`config.mk`:
```
export PLATFORM = sky130hd
export DESIGN_NAME = demux_wb
export DESIGN_NICKNAME = d
export VERILOG_FILES = /design/src/rtl/demux_wb.sv
export SDC_FILE = /design/constraint.sdc
export NUM_CORES = 1
export LEC_CHECK = 0
export CORE_ASPECT_RATIO = 0.9
export CORE_MARGIN = 5
export CORE_UTILIZATION = 43
export DETAILED_ROUTE_END_ITERATION = 7
export PLACE_DENSITY_LB_ADDON = 0.05
export RECOVER_POWER = 50
export SETUP_SLACK_MARGIN = 0.02
export SYNTH_ARGS = -nofsm -noshare
export SYNTH_HDL_FRONTEND = slang
export SYNTH_SLANG_ARGS = --single-unit
```
`constraint.sdc`:
```
create_clock -name CLK -period 1.9 [get_ports CLK]
set_input_delay 0.19 -clock CLK [delete_from_list [all_inputs] [get_ports CLK]]
set_output_delay 0.19 -clock CLK [all_outputs]
set_load 0.05 [all_outputs]
```
`src/rtl/demux_wb.sv`:
```
// demux_wb: routes accepted write-back words into one-entry B/R holding slots with valid/ready outputs
module demux_wb #(
  parameter int WIDTH     = 4,
  parameter int CNT_WIDTH = 8
) (
  input  logic                 CLK,
  input  logic                 RST,
  input  logic [WIDTH-1:0]     D,
  input  logic                 IN_VALID,
  input  logic                 DEMUX_SEL,
  output logic                 IN_READY,
  output logic [WIDTH-1:0]     B_OUT,
  output logic                 B_VALID,
  input  logic                 B_READY,
  output logic [WIDTH-1:0]     R_OUT,
  output logic                 R_VALID,
  input  logic                 R_READY,
  output logic [CNT_WIDTH-1:0] STALL_CNT
);
  typedef enum logic {EMPTY = 1'b0, FULL = 1'b1} slot_e;
  slot_e b_q, r_q, b_d, r_d;
  logic [WIDTH-1:0] b_out_q, r_out_q, b_out_d, r_out_d;
  logic [CNT_WIDTH-1:0] cnt_q, cnt_d;
  logic b_drain, r_drain, accept, b_load, r_load, stall;
  assign b_drain  = (b_q == FULL) & B_READY;
  assign r_drain  = (r_q == FULL) & R_READY;
  // Ready looks through the selected slot's drain so a full slot can take a word every cycle
  assign IN_READY = DEMUX_SEL ? ((b_q == EMPTY) | b_drain) : ((r_q == EMPTY) | r_drain);
  assign accept   = IN_VALID & IN_READY;
  assign b_load   = accept & DEMUX_SEL;
  assign r_load   = accept & ~DEMUX_SEL;
  assign stall    = IN_VALID & ~IN_READY;
  always_comb begin
    b_d     = b_load ? FULL : (b_drain ? EMPTY : b_q);
    r_d     = r_load ? FULL : (r_drain ? EMPTY : r_q);
    b_out_d = b_load ? D : b_out_q;
    r_out_d = r_load ? D : r_out_q;
    cnt_d   = (stall && cnt_q != '1) ? cnt_q + 1'b1 : cnt_q;
  end
  always_ff @(posedge CLK) begin
    if (RST) begin
      b_q     <= EMPTY;
      r_q     <= EMPTY;
      b_out_q <= '0;
      r_out_q <= '0;
      cnt_q   <= '0;
    end else begin
      b_q     <= b_d;
      r_q     <= r_d;
      b_out_q <= b_out_d;
      r_out_q <= r_out_d;
      cnt_q   <= cnt_d;
    end
  end
  assign B_VALID   = (b_q == FULL);
  assign R_VALID   = (r_q == FULL);
  assign B_OUT     = b_out_q;
  assign R_OUT     = r_out_q;
  assign STALL_CNT = cnt_q;
endmodule

```
==> results.yml <==
timing:
  final_hold_viol_count: 0
  max-slew-margin-rel_pct: 59.50
  tightest_slew_ps: 610.2
  max_freq_ghz: 0.5583
  slew_viol_final: 0
  rsz0062_at_grt: "false"
  fin_skew_ps: 8.479
  period_share_pct: 94.27
  final.setup.tns_ps: 0
  setup_ws_ps: 108.8
  min_period_ps: 1791
  setup_viol: 0
logic_synthesis:
  async_reset_ff_share_pct: 0
  syn-num-nets: 96
  synthFlopType: "dfxtp_1"
  synth-seq-cells: 18
  syn_area_um2: 815.8
  synth-edff-count: 0
  synth_seq_area_share_pct: 44.17
  synthCells: 85
  ys_warn_count: 0
  synth.avg_cell_area_um2: 9.597
  synth_cell_types: 30
critical_path:
  cp.depth: 1
  r2r_cells: 5
  crit_chain: "clkdlybuf4s50_1"
  start_kind: "register"
  critPathSlowestCell: "clkdlybuf4s50_1"
  worst-path-buf-inv: 1
  path_class: "register to primary output"
  end_kind: "primary output"
  cp_max_fo: 8
  crit_required_ps: 1710
  cp_top_family: "buffers and inverters"
  max_stage_delay_ps: 850
  cp.arrival_ps: 1600
route:
  wl_per_cell_um: 13.94
  drt-initial-drc-count: 18
  ant_nets: 0
  wl_um: 1965
  dr_total_vias: 758
  viasPerCell: 5.376
  dr.pass1.iters: 4
  drc_errors: 0
clocking:
  path_clk_slew_ps: 100
  cts_buffers: 3
  clock_path_buffers: 2
  cts_setup_buffers: 0
  cts_max_level: 1
  clk_latency_ps: 290
  clockRootBuffer: "clkbuf_4"
  cts_tree: "yes"
  cts_num_sinks: 18
global_routing:
  grt_max_degree: 12
  grt_pass1_wl_um: 3374
  antenna_found_initial: 0
  grt_overflow: 0
  grt_pass1_vias: 694
  grt_use_total_pct: 15.15
floorplanning:
  start_util_pct: 43.91
  die_w_um: 55.91
  core-area_um2: 1858
  die_h_um: 51.32
  die-area_um2: 2869
  ios: 29
  rows: 15
placed_design:
  preCtsSetupSlack_ps: 20.05
  routabilityCongestion: 0.7275
  place_hpwl_um: 1498
  portBuffers: 28
status:
  status: "finished clean"
final_layout:
  drive_gt1_share_pct: 4.310
  fin_nets: 129
  synthToLayoutAreaGrowth_pct: 39.42
  n_antenna_cell: 0
power_and_ir_drop:
  powerDensity_nw_per_um2: 622.8
  power.leakage_nw: 0.3943
  peakVddDrop_v: 0.0004196
worst_hold_path:
  hp-class: "register to register"
  min_delay_path_depth: 2
flow_run:
  drv_cap: 0
[layout make-up]
type,instances,area [µm²]
Multi-Input combinational cell,61,429.2
Clock buffer,3,22.52
Sequential cell,18,360.3
Timing Repair Buffer,32,286.5
Tap cell,25,31.28
Fill cell,171,720.7
Inverter,2,7.507
[placed cells by master (no fill, tap or decap), types with 2 or more instances in the layout]
master and instances:
clkdlybuf4s50_1 24, dfxtp_1 18, nor2_1 13, mux2i_1 8, a21oi_1 7, clkbuf_1 5
o21ai_0 3, a211oi_1 3, clkbuf_4 3, nor2b_1 2, nand2b_1 2, and4b_1 2
a311oi_1 2, nand4_1 2, inv_1 2, dlygate4sd3_1 2
[registers in the layout (all words and copies together), names as in the netlist]
signal     count
B_OUT          4
R_VALID        1
STALL_CNT      8
R_OUT          4
B_VALID        1
[worst paths after layout]
path	slack [ps]	to	start
worst min register to register	510	B_OUT[3]	B_OUT[3]
worst min-delay path	510	B_OUT[3]	B_OUT[3]
worst max register to register	270	STALL_CNT[0]	STALL_CNT[0]
worst max-delay path	110	STALL_CNT[5]	STALL_CNT[5]
[stage by stage]
stage / hold WS (ps) / util [%] / area, µm² / total power, mW / instances
after CTS: 516.1 / 63.23 / 1175 / 0.7240 / 141
after floorplan: 337.2 / - / 815.8 / 0.4797 / 85
final: 508.5 / 61.21 / 1137 / 0.7084 / 141
after global routing: 540.2 / 61.21 / 1137 / 0.7449 / 141
after detailed placement: 492.6 / 62.02 / 1152 / 0.5393 / 138
after global placement: 476.4 / 62.02 / 1152 / 0.5368 / 138
[tightest hold or removal path, cell delays in order (launching register included)]
cell	delay, ps
dfxtp_1	340
mux2i_1	60
nor2_1	80
[synthesized netlist by cell type (2+ instances only)]
cell       n  area share (%)
o21ai_0    3             1.8
a21oi_1    7             4.3
a211oi_1   3             2.8
clkbuf_1   4             1.8
dfxtp_1   18              44
nand4_1    2             1.5
and4b_1    2             2.5
nor2_1    13             6.0
inv_1      2            0.92
mux2i_1    8             9.8
a311oi_1   2             2.1
nor2b_1    2             1.5
nand2b_1   2             1.5
[timing repair]
action	CTS	global route
gates resized for setup	0	1
hold endpoints to repair	0	0
hold buffers	0	0
endpoints found under the setup margin	0	1
[cell families after synthesis]
logic type,share of synthesized area (%)
AND/OR/NAND/NOR,23.32
AO/OA/AOI/OAI,18.41
flip-flops,44.17
multiplexers,9.816
buffers and inverters,2.761
adder cells (fa/ha/maj),1.533
[per-layer routing]
metal	part of all wire, %	vias to the layer above	global-route usage [%]	wire, µm
li1	-	381	-	-
met1	49	352	20.76	962
met2	44	23	21.06	864
met3	6.1	2	6.061	120
met4	0.87	0	5.929	17
met5	0	-	0	0
[power by group]
part	switching, mW	internal (mW)	total, mW
Clock	0.112	0.0736	0.185
Sequential	0.00677	0.389	0.395
Combinational	0.0764	0.0512	0.128
Total	0.195	0.513	0.708
Note: power is estimated with default switching activity, not from simulation.
==> variant (same flow settings) <==
Make the reset (`RST`) asynchronous in one clocked block.
--- a/src/rtl/demux_wb.sv
+++ b/src/rtl/demux_wb.sv
@@ -37,7 +37,7 @@
     r_out_d = r_load ? D : r_out_q;
     cnt_d   = (stall && cnt_q != '1) ? cnt_q + 1'b1 : cnt_q;
   end
-  always_ff @(posedge CLK) begin
+  always_ff @(posedge CLK or posedge RST) begin
     if (RST) begin
       b_q     <= EMPTY;
       r_q     <= EMPTY;
Formal check against the unedited RTL: differs if RST is asserted again (counterexample within 4 cycles, from zero or initial values and one cycle with RST high); with RST held inactive, the same outputs for 10 cycles.
==> variant against the unedited design <==
  * Sequential cell count unchanged
  * Area after synthesis up 4.9%
  * Clock skew is 0.0076 ns lower
  * Setup slack lost 0.0012 ns
  * Routed wire length down 9.3%
  * Critical path depth did not move
  * Die area rose by 4.0%
  * Register-to-register slack got worse by 0.09 ns
  * Cell area increased by 8.4%
  * Count of clock-buffer cells in the layout is 1 higher
  * Critical path type unchanged
  * Largest cell class is now registers
Power is not compared: it rests on default switching activity, and its combinational part moved more than twofold at a synthesized area within 25%.
==> variant: results (changes against the unedited design) <==
[drt]
wl_met1_um = 849  ; was 962 um
via_per_inst = 5.26  ; was 5.38
dr_wl_met3_um = 138  ; was 120 um
drt_iter0_markers = 9  ; was 18
route.met2.wl_um = 783  ; was 864 um
detail_route.wl_per_cell_um = 13.5  ; was 13.9 um

[timing]
fin_worst_skew_ns = 0.000917  ; was 0.00848 ns
max_slew_margin_pct = 53.7  ; was 59.5%

[layout]
nNonClkInverters = 4  ; was 2
clockBufferCount = 4  ; was 3
multi_input_area_um2 = 390  ; was 429 um^2
nets = 119  ; was 129
largest_register_ffs = 8  ; unchanged
buf_share_pct = 25.1  ; was 25.2%
seq_cell_count = 18  ; unchanged
final-clk-cell-share_pct = 2.94  ; was 1.98%
fill_cells = 176  ; was 171
multi_input_cells = 49  ; was 61
drive_gt1_share_pct = 22.4  ; was 4.31%
seqCellArea_um2 = 450  ; was 360 um^2

[cts]
clk_root_buffer_cell = clkbuf_4  ; unchanged
worst_skew_pair.late_latency_ns = 0.30

[global_route]
grt_use_met2_pct = 20.7  ; was 21.1%
grt_max_degree = 19  ; was 12
use_met3_pct = 5.91  ; was 6.06%
grt_use_total_pct = 13.2  ; was 15.2%
grt_pass1_vias = 669  ; was 694
grt_pass1_wl_um = 2970  ; was 3370 um
grt_use_met1_pct = 16.0  ; was 20.8%

[setup_path]
critPathSlowestCell = clkdlybuf4s50_1  ; unchanged
critical_path_peak_fanout = 5  ; was 8

[place]
globalplace.congestion = 0.807  ; was 0.728
hpwl_um = 1340  ; was 1500 um
port_buffers = 28  ; unchanged

[status]
status = completed  ; unchanged

[logic_synthesis]
synthArstFlopShare_pct = 100  ; was 0%
synth-main-ff-cell = dfrtp_1  ; was dfxtp_1
ys_seq_area_share_pct = 52.6  ; was 44.2%
synth_common_cells = 18 x dfrtp_1, 15 x mux2_2, 8 x nand2_1  ; was 18 x dfxtp_1, 13 x nor2_1, 8 x mux2i_1
synth_nets = 82  ; was 96
ys_types = 20  ; was 30
synth.area.top_cells = dfrtp_1 53%, mux2_2 20%, nand2_1 3.5%  ; was dfxtp_1 44%, mux2i_1 9.8%, nor2_1 6.0%

[power_and_ir_drop]
ir_worst_vdd_mv = 0.943
combPwrFrac_pct = 44.8

[worst_hold_path]
hold_path.class = in2async  ; was reg2reg

variant: cell count changes after synthesis, sizes merged, moves of 2 or more:
cell | before | now
mux2 | 0 | 15
dfrtp | 0 | 18
nand2 | 1 | 8
dfxtp | 18 | 0
nor2 | 13 | 1
a21oi | 7 | 3
inv | 2 | 4
a311oi | 2 | 0
mux2i | 8 | 0
nand3 | 1 | 4
clkbuf | 4 | 0
and4b | 2 | 0
nor2b | 2 | 0
variant: per-stage QoR:
stage / setup WS (ns) / std cells / total power [uW] / instance area (um^2) / hold WS, ns
final: 0.108 / 132 / 1410 / 1230 / 0.431
after detailed placement: 0.0269 / 128 / 1180 / 1210 / 0.499
after global placement: 0.0842 / 128 / 1180 / 1210 / 0.492
after global routing: 0.0402 / 132 / 1490 / 1230 / 0.490
after CTS: 0.0965 / 132 / 1430 / 1240 / 0.306
after floorplan: 0.0467 / 71 / 950 / 856 / 0.129
variant: final timing paths:
| path | startpoint | to | slack [ns] | cells after the start |
|---|---|---|---|---|
| max in group asynchronous | RST | STALL_CNT[3] | 1.03 | 2 |
| max reg2reg | STALL_CNT[0] | STALL_CNT[1] | 0.18 | 4 |
| min reg2reg | R_OUT[1] | R_OUT[1] | 0.52 | 1 |
| min | RST | B_OUT[2] | 0.43 | 2 |
| min in group CLK | R_OUT[1] | R_OUT[1] | 0.52 | 1 |
| max | STALL_CNT[0] | STALL_CNT[0] | 0.11 | 1 |
variant: kinds of logic (layout without fill, tap and decap cells):
kind of cell	count (synthesis)	after routing	share of synthesized area [%]
buffers and inverters	4	40	1.75
adder cells (fa/ha/maj)	1	1	1.46
multiplexers	15	15	19.7
flip-flops	18	18	52.6
XOR/XNOR	1	1	1.02
AO/OA/AOI/OAI	12	12	9.65
AND/OR/NAND/NOR	20	20	13.7
